File: src/rtl/aes_gcm_pkg.sv
// Shared phase codes, FSM states and counter-block helper for the AES-GCM
// phase sequencer.
package aes_gcm_pkg;

   localparam int PIPE_LATENCY_DEF = 12;

   typedef logic [0:127] blk_t;

   typedef enum logic [2:0] {
      PH_IDLE = 3'd0,
      PH_HKEY = 3'd1,
      PH_J0   = 3'd2,
      PH_AAD  = 3'd3,
      PH_PT   = 3'd4,
      PH_LEN  = 3'd5
   } phase_e;

   typedef enum logic [2:0] {
      ST_IDLE,
      ST_HKEY,
      ST_J0,
      ST_AAD,
      ST_PT,
      ST_LEN,
      ST_DRAIN
   } state_e;

   // GCM inc32: only the low 32-bit word counts, wrapping without carry out.
   function automatic blk_t inc32(input blk_t cb);
      return {cb[0:95], cb[96:127] + 32'd1};
   endfunction

endpackage

File: src/rtl/aes_gcm_phase_sequencer.sv
// Issues the HKEY / J0 / AAD / PT / LEN operand slots of one AES-GCM instance
// into a fixed-latency pipeline, then waits for the pipeline to drain.
module aes_gcm_phase_sequencer
   import aes_gcm_pkg::*;
#(
   parameter int PIPE_LATENCY = PIPE_LATENCY_DEF,
   parameter int MAX_BLOCKS_W = 16
) (
   input  logic                    clk,
   input  logic                    rst,
   input  logic                    i_start,
   input  logic [0:95]             i_iv,
   input  logic [0:MAX_BLOCKS_W-1] i_aad_blocks,
   input  logic [0:MAX_BLOCKS_W-1] i_pt_blocks,
   input  logic                    i_aad_valid,
   output logic                    o_aad_ready,
   input  logic [0:127]            i_aad,
   input  logic                    i_pt_valid,
   output logic                    o_pt_ready,
   input  logic [0:127]            i_pt,
   output logic [0:2]              o_phase,
   output logic [0:127]            o_encrypted_cb,
   output logic [0:127]            o_encrypted_j0,
   output logic [0:127]            o_h,
   output logic [0:127]            o_aad,
   output logic [0:127]            o_plain_text,
   output logic [0:127]            o_instance_size,
   output logic                    o_busy,
   output logic                    o_done
);

   localparam int DW = (PIPE_LATENCY > 1) ? $clog2(PIPE_LATENCY) : 1;
   localparam logic [DW-1:0] DRAIN_LAST = DW'(PIPE_LATENCY - 1);
   localparam logic [0:MAX_BLOCKS_W-1] ONE_BLK = MAX_BLOCKS_W'(1);

   state_e                  state_q, state_d;
   phase_e                  phase_q, phase_d;
   blk_t                    h_q, h_d, j0_q, j0_d, ecb_q, ecb_d;
   blk_t                    aad_q, aad_d, pt_q, pt_d, size_q, size_d, cb_q, cb_d;
   logic                    aad_rdy_q, aad_rdy_d, pt_rdy_q, pt_rdy_d;
   logic                    busy_q, busy_d, done_q, done_d;
   logic [0:95]             iv_q, iv_d;
   logic [0:MAX_BLOCKS_W-1] aad_blk_q, aad_blk_d, pt_blk_q, pt_blk_d;
   logic [0:MAX_BLOCKS_W-1] aad_cnt_q, aad_cnt_d, pt_cnt_q, pt_cnt_d;
   logic [DW-1:0]           drain_q, drain_d;
   logic                    aad_hs, pt_hs;

   // Ready flops track state_q exactly, so they double as the handshake gate.
   assign aad_hs = aad_rdy_q & i_aad_valid;
   assign pt_hs  = pt_rdy_q & i_pt_valid;

   always_ff @(posedge clk) begin
      if (rst) state_q <= ST_IDLE;
      else     state_q <= state_d;
   end

   always_comb begin
      state_d = state_q;
      unique case (state_q)
         ST_IDLE:  if (i_start) state_d = ST_HKEY;
         ST_HKEY:  state_d = ST_J0;
         ST_J0: begin
            if (aad_blk_q != '0)     state_d = ST_AAD;
            else if (pt_blk_q != '0) state_d = ST_PT;
            else                     state_d = ST_LEN;
         end
         ST_AAD: begin
            if (aad_hs && aad_cnt_q == ONE_BLK)
               state_d = (pt_blk_q != '0) ? ST_PT : ST_LEN;
         end
         ST_PT:    if (pt_hs && pt_cnt_q == ONE_BLK) state_d = ST_LEN;
         ST_LEN:   state_d = ST_DRAIN;
         ST_DRAIN: if (drain_q == DRAIN_LAST) state_d = ST_IDLE;
         default:  state_d = ST_IDLE;
      endcase
   end

   always_comb begin
      iv_d      = iv_q;
      aad_blk_d = aad_blk_q;
      pt_blk_d  = pt_blk_q;
      aad_cnt_d = aad_cnt_q;
      pt_cnt_d  = pt_cnt_q;
      cb_d      = cb_q;
      drain_d   = drain_q;
      phase_d   = PH_IDLE;
      h_d       = h_q;
      j0_d      = j0_q;
      ecb_d     = ecb_q;
      aad_d     = aad_q;
      pt_d      = pt_q;
      size_d    = size_q;
      done_d    = 1'b0;
      aad_rdy_d = (state_d == ST_AAD);
      pt_rdy_d  = (state_d == ST_PT);
      busy_d    = (state_d != ST_IDLE);
      unique case (state_q)
         ST_IDLE: begin
            if (i_start) begin
               iv_d      = i_iv;
               aad_blk_d = i_aad_blocks;
               pt_blk_d  = i_pt_blocks;
               aad_cnt_d = i_aad_blocks;
               pt_cnt_d  = i_pt_blocks;
            end
         end
         ST_HKEY: begin
            phase_d = PH_HKEY;
            h_d     = '0;
         end
         ST_J0: begin
            phase_d = PH_J0;
            j0_d    = {iv_q, 32'h0000_0001};
            cb_d    = {iv_q, 32'h0000_0002};
         end
         ST_AAD: begin
            if (aad_hs) begin
               phase_d   = PH_AAD;
               aad_d     = i_aad;
               aad_cnt_d = aad_cnt_q - ONE_BLK;
            end
         end
         ST_PT: begin
            if (pt_hs) begin
               phase_d  = PH_PT;
               pt_d     = i_pt;
               ecb_d    = cb_q;
               cb_d     = inc32(cb_q);
               pt_cnt_d = pt_cnt_q - ONE_BLK;
            end
         end
         ST_LEN: begin
            phase_d = PH_LEN;
            size_d  = {64'(aad_blk_q) << 7, 64'(pt_blk_q) << 7};
         end
         ST_DRAIN: begin
            if (drain_q == DRAIN_LAST) begin
               drain_d = '0;
               done_d  = 1'b1;
            end else begin
               drain_d = drain_q + DW'(1);
            end
         end
         default: ;
      endcase
   end

   always_ff @(posedge clk) begin
      if (rst) begin
         iv_q      <= '0;
         aad_blk_q <= '0;
         pt_blk_q  <= '0;
         aad_cnt_q <= '0;
         pt_cnt_q  <= '0;
         cb_q      <= '0;
         drain_q   <= '0;
         phase_q   <= PH_IDLE;
         h_q       <= '0;
         j0_q      <= '0;
         ecb_q     <= '0;
         aad_q     <= '0;
         pt_q      <= '0;
         size_q    <= '0;
         done_q    <= 1'b0;
         aad_rdy_q <= 1'b0;
         pt_rdy_q  <= 1'b0;
         busy_q    <= 1'b0;
      end else begin
         iv_q      <= iv_d;
         aad_blk_q <= aad_blk_d;
         pt_blk_q  <= pt_blk_d;
         aad_cnt_q <= aad_cnt_d;
         pt_cnt_q  <= pt_cnt_d;
         cb_q      <= cb_d;
         drain_q   <= drain_d;
         phase_q   <= phase_d;
         h_q       <= h_d;
         j0_q      <= j0_d;
         ecb_q     <= ecb_d;
         aad_q     <= aad_d;
         pt_q      <= pt_d;
         size_q    <= size_d;
         done_q    <= done_d;
         aad_rdy_q <= aad_rdy_d;
         pt_rdy_q  <= pt_rdy_d;
         busy_q    <= busy_d;
      end
   end

   assign o_phase         = phase_q;
   assign o_h             = h_q;
   assign o_encrypted_j0  = j0_q;
   assign o_encrypted_cb  = ecb_q;
   assign o_aad           = aad_q;
   assign o_plain_text    = pt_q;
   assign o_instance_size = size_q;
   assign o_aad_ready     = aad_rdy_q;
   assign o_pt_ready      = pt_rdy_q;
   assign o_busy          = busy_q;
   assign o_done          = done_q;

endmodule

File: config.mk
export PLATFORM = sky130hd
export DESIGN_NAME = aes_gcm_phase_sequencer
export DESIGN_NICKNAME = d
export VERILOG_FILES = /design/src/rtl/aes_gcm_pkg.sv /design/src/rtl/aes_gcm_phase_sequencer.sv
export SDC_FILE = /design/constraint.sdc
export NUM_CORES = 2
export LEC_CHECK = 0
export BUFFER_PORTS_ARGS = -buffer_cell sky130_fd_sc_hd__buf_2
export CORE_AREA = 2 2 452 454
export DETAILED_ROUTE_END_ITERATION = 8
export DIE_AREA = 0 0 454 456
export SYNTH_ARGS = -nofsm -noshare
export SYNTH_HDL_FRONTEND = slang
export SYNTH_SLANG_ARGS = --single-unit
File: constraint.sdc
create_clock -name clk -period 4.05 [get_ports clk]
set_clock_uncertainty 0.1 [all_clocks]
set_input_delay 1.0125 -clock clk [delete_from_list [all_inputs] [get_ports clk]]
set_output_delay 1.0125 -clock clk [all_outputs]
set_load 0.05 [all_outputs]
### Yosys cells after proc, flatten, opt, wreduce, memory -nomap -nowiden

Cells that the tools add are included.

* $add $sub $neg: 4
* equal/unequal tests: 14
* muxes and demuxes: 20
* bitwise logic cells: 4
* reduce and logical (&&, ||, !) cells: 17

Operators with widths (number)
* $pmux W128 S2: 1
* $mux W16: 4
* $pmux W16 S2: 2
* $add A32 B1 Y32 const B: 1
* $eq A16 B1 Y1 const B: 2
* $mux W32: 1
* $reduce_bool A16 Y1: 2
* $sub A16 B1 Y16 const B: 2
* $pmux W3 S7: 1
* $mux W3: 6
* $pmux W3 S5: 1
* $eq A3 B3 Y1 const B: 4
* $reduce_and A2 Y1: 5
* $eq A3 B2 Y1 const B: 3
* $ne A2 B2 Y1 const B: 3
* $reduce_and A3 Y1: 2
* $reduce_bool A2 Y1: 3
* $add A4 B1 Y4 const B: 1
* $eq A4 B4 Y1 const B: 1
* $mux W4: 1
* $eq A3 B1 Y1 const B: 1
* $logic_not A3 Y1: 1
* $reduce_bool A3 Y1: 1
* $and A1 B1 Y1: 2
* other kinds (5): 8

* register bits after elaboration: 815
* input bits: 389
* output and inout port bits: 775
* word-level logic and storage cells: 78

### Logic depth before layout (Yosys ltp)

* depth in word-level cells: 5
* gate-level depth with buffers: 8
* mapped depth without buffers: 7

### Worst setup path before layout

Ideal clock, no wire load.

* kind: input port to flip-flop
* start point: in i_pt_valid
* end point: reg cb_q[31]
* setup time: 0.070 ns
* arrival: 2.329 ns
* data required time: 3.880 ns
* slack: 1.551 ns
* stages: 5
* path buffers: 0
* path through: nand4b_1 > a21oi_2 > nand3_1 > or4_1 > a21oi_1

* cells in the longest elaborated chain, start to end: 3

Ends and longest elaborated chain
* from (decl): RTL line aes_gcm_phase_sequencer.sv:18 `input logic i_pt_valid,`
* $and A1 B1 Y1: RTL line aes_gcm_phase_sequencer.sv:50 `assign pt_hs = pt_rdy_q & i_pt_valid;`
* $ne A2 B2 Y1 (no source line)
* $reduce_and A2 Y1 (no source line)
* to (signal assigned): RTL line aes_gcm_phase_sequencer.sv:155 `cb_q <= '0;`
* to (signal assigned): RTL line aes_gcm_phase_sequencer.sv:174 `cb_q <= cb_d;`
* to (decl): RTL line aes_gcm_phase_sequencer.sv:39 `blk_t aad_q, aad_d, pt_q, pt_d, size_q, size_d, cb_q, cb_d;`

Every way passes these cells.
A chain may end at the register's enable or synchronous reset.

### Final worst setup path

* start point: reg state_q[0]
* end point: reg aad_q[29] (netlist: o_aad[98])

* cells in the longest elaborated chain, start to end: 2

Ends and longest elaborated chain
* from (decl): RTL line aes_gcm_phase_sequencer.sv:36 `state_e state_q, state_d;`
* from (signal assigned): RTL line aes_gcm_phase_sequencer.sv:54 `else state_q <= state_d;`
* $eq A3 B2 Y1: RTL line aes_gcm_phase_sequencer.sv:97 `unique case (state_q)`
* $reduce_and A2 Y1 (no source line)
* to (signal assigned): RTL line aes_gcm_phase_sequencer.sv:161 `aad_q <= '0;`
* to (signal assigned): RTL line aes_gcm_phase_sequencer.sv:180 `aad_q <= aad_d;`
* to (decl): RTL line aes_gcm_phase_sequencer.sv:39

Every way passes these cells.

==> results by group <==
Clock network
  – TritonCTS clock tree: built
  – Root Buffer: clkbuf_16
  – Resize count post-CTS: 0
  – Post-CTS setup buffers: 0
  – Hold-fix buffers, CTS: 0
  – CTS Sinks: 815
  – CTS buffer count: 94
  – Clk buf depth: 3
  – Worst skew pair latency: 720 ps
  – CTS HTree Levels: 3
  – Clock transition at the registers of the reported paths: 60 ps

Setup path
  – Worst path required time: 4470 ps
  – WS Path Type: reg2reg
  – Crit end category: register
  – Critical path arrival: 3590 ps
  – Worst Setup SP: state_q[0]$_SDFF_PP0_
  – Worst R2R Path Depth: 5
  – Critical R2R Launch: state_q[0]$_SDFF_PP0_
  – Delay-heaviest family, CP: simple AND/OR/NAND/NOR gates
  – Crit-path slowest cell: and3b_1
  – CP peak stage delay: 860 ps
  – Worst Setup EP: o_aad[98]$_SDFFE_PP0P_
  – Critical path cell sequence: and3b_1 > nand3_4 > buf_12 > nand2_1 > a21oi_1
  – R2R Setup Slk: 870 ps
  – Crit Path Max Fanout: 93
  – Worst reg2reg endpoint: o_aad[98]$_SDFFE_PP0P_
  – CP bufs+invs: 1
  – Cell count along the critical path: 5
  – Startpoint Class: register

Global routing
  – Grt total ovfl: 0
  – Largest net degree at the start of global routing: 143
  – Vias in the first global route: 26,660
  – Antenna violations before repair: 41
  – Global-route wire length before repair: 187.0 mm
  – GRT Total Usage: 12.30%

Yosys
  – Main synth FF type: dfxtp_1
  – Mapped Avg Cell Area: 7.908 sq um
  – EDFF count, synth: 0
  – Synthesized area: 0.03075 sq mm
  – Register area share after synthesis: 53.06%
  – Synth warn: 0
  – Post-synth ARST share: 0%
  – Post-Synthesis Cells: 3,888
  – Flops & latches, synth: 815
  – Unique masters post-synth: 66

Timing
  – Fmax: 0.3148 GHz
  – Final Hold Viols: 0
  – TNS Setup: 0 ps
  – Min Tclk post-route: 3177 ps
  – Setup-failing EPs final: 0
  – Max Transition Viols Final: 0
  – Setup repair after global routing missed its margin: no
  – Final worst-path cycle share: 78.43%
  – Least-Margin Pin Slew: 1103 ps
  – Worst slew margin: 25.97%
  – Final hold slack: 337.3 ps

Route
  – Vias: 28,990
  – WL/cell: 18.00 um
  – Via/cell ratio: 3.890
  – Post-route DRC: 0
  – Drt initial violations: 2,299
  – Post-DRT Antenna Nets: 0
  – First-pass DRT Iterations: 9
  – Total length of routed wires: 134.1 mm

Place
  – GP Congestion: 0.9116
  – HPWL after detailed placement: 102.2 mm
  – Area after DPL: 0.03743 sq mm
  – Port-buffer cells: 908

Die
  – Die height: 456 um
  – Die area: 0.2070 sq mm
  – Core ar.: 0.2017 sq mm
  – Site Rows: 165
  – Die W: 454 um
  – IO Count: 1,164
  – Starting Density: 15.24%

Hold path
  – Worst min path class: reg2reg

Pwr
  – Peak VDD IR: 0.3564 mV
  – Pleak: 16.34 nW
  – PD cells: 499.1 mW/mm^2

Finish
  – Commonest non-fill, non-tap cell in the layout: nand2_1
  – Final Core Density: 20.20%
  – Share of cells above drive strength 1: 24.08%
  – Nets@finish: 5,084
  – Most frequent cells in the layout: nand2_1, buf_2, dfxtp_1
  – Final instance area: 0.04074 sq mm
  – Area grow syn2layout: 32.49%

Run
  – Max-Cap Viols: 0

Outcome
  – Status: finished, final reports clean
## worst register-to-register path, stage by stage, from the launching register on
cell     delay, ps
dfxtp_1        840
and3b_1        860
nand3_4        410
buf_12         320
nand2_1        360
a21oi_1         80
## cell usage after synthesis (all sizes together), types with 2 or more instances
master | count | share of area (%)
or3b | 3 | 0.085
nor2b | 4 | 0.081
buf | 299 | 6.9
o21ai | 32 | 0.52
nand2 | 1424 | 17
and2 | 5 | 0.10
or3 | 5 | 0.10
a22o | 2 | 0.057
nor3 | 26 | 0.42
a211oi | 6 | 0.16
dfxtp | 815 | 53
nor3b | 4 | 0.15
nand4b | 2 | 0.057
a221oi | 2 | 0.057
and3b | 2 | 0.057
nand4 | 15 | 0.33
o22ai | 2 | 0.041
clkbuf | 218 | 2.7
or4 | 11 | 0.28
nor2 | 81 | 0.99
a2bb2oi | 6 | 0.17
a22oi | 9 | 0.22
ha | 6 | 0.24
nor4 | 15 | 0.39
a31o | 2 | 0.057
nor4b | 3 | 0.11
nand3b | 4 | 0.098
or2 | 2 | 0.041
and4 | 3 | 0.085
a31oi | 19 | 0.39
and3 | 7 | 0.14
o31ai | 7 | 0.17
xor2 | 14 | 0.40
inv | 13 | 0.16
o21bai | 5 | 0.12
nand2b | 3 | 0.061
a21oi | 765 | 12
o211ai | 2 | 0.049
a41oi | 4 | 0.11
nand3 | 18 | 0.29
xnor2 | 8 | 0.23
a21o | 5 | 0.12
## metal layers
layer	up-vias	track usage [%]	part of all wire, %
li1	13820	-	-
met1	13800	13.71	38
met2	1144	20.48	48
met3	222	4.831	10
met4	2	5.622	3.8
met5	-	0.09328	0.018
## power by group
part	switching [W]	leakage, nW	internal [W]
Clock	0.00372	1.60	0.00523
Combinational	0.00211	8.15	0.000671
Sequential	0.000260	6.59	0.00834
Total	0.00610	16.3	0.0142
## worst min-delay path by stage
stage	start	to	slack [ps]	depth (start not counted)
after floorplan	cb_q[22]$_SDFFE_PP0P_	o_encrypted_cb[105]$_SDFFE_PP0P_	330	2
after global placement	cb_q[70]$_SDFFE_PP0P_	o_encrypted_cb[57]$_SDFFE_PP0P_	340	2
after detailed placement	o_aad[89]$_SDFFE_PP0P_	o_aad[89]$_SDFFE_PP0P_	340	2
after CTS	i_pt[58]	o_plain_text[58]$_SDFFE_PP0P_	320	3
after global routing	i_pt[61]	o_plain_text[61]$_SDFFE_PP0P_	360	3
final	cb_q[64]$_SDFFE_PP0P_	o_encrypted_cb[63]$_SDFFE_PP0P_	340	2
## stage by stage
step / std cells / worst slack (ps) / total power [W]
finish: 7451 / 873.5 / 0.02033
global route: 7450 / 719.8 / 0.02119
CTS: 7435 / 1013 / 0.02061
detailed placement: 7265 / 861.6 / 0.01155
global placement: 7265 / 796.3 / 0.01151
floorplan: 4142 / 1551 / 0.01078
## area by class of cell
type,instances,area [sq um]
fill,22600,161000
sequential,815,16320
multi-input combinational,2797,12440
timing repair buffer,968,5280
tap,2672,3343
clock buffer,135,2766
clock inverter,35,500.5
inverter,13,48.80
antenna,16,40.04
## sequential cells by signal, indices dropped and copies added (netlist names)
| signal | count |
|---|---|
| pt_blk_q | 16 |
| o_encrypted_j0 | 97 |
| aad_cnt_q | 16 |
| o_encrypted_cb | 128 |
| state_q | 3 |
| o_pt_ready | 1 |
| o_busy | 1 |
| o_plain_text | 128 |
| cb_q | 128 |
| o_phase | 3 |
| pt_cnt_q | 16 |
| o_instance_size | 32 |
| drain_q | 4 |
| iv_q | 96 |
| o_done | 1 |
| o_aad | 128 |
| aad_blk_q | 16 |
| o_aad_ready | 1 |
## cells by family (layout without fill, tap and decap cells)
| kind of cell | Yosys count | in the layout | synth area share (%) |
|---|---|---|---|
| AOI/OAI and AO/OA | 873 | 873 | 14.92 |
| xor gates and xnor gates | 22 | 22 | 0.6267 |
| adders and majority gates | 6 | 6 | 0.2441 |
| buffers and inverters | 530 | 1151 | 9.742 |
| DFF | 815 | 815 | 53.06 |
| muxes | 2 | 2 | 0.06917 |
| other | 1 | 271 | 0.01220 |
| and+or+nand+nor | 1639 | 1639 | 21.32 |
Note: power is estimated with default switching activity, not from simulation.
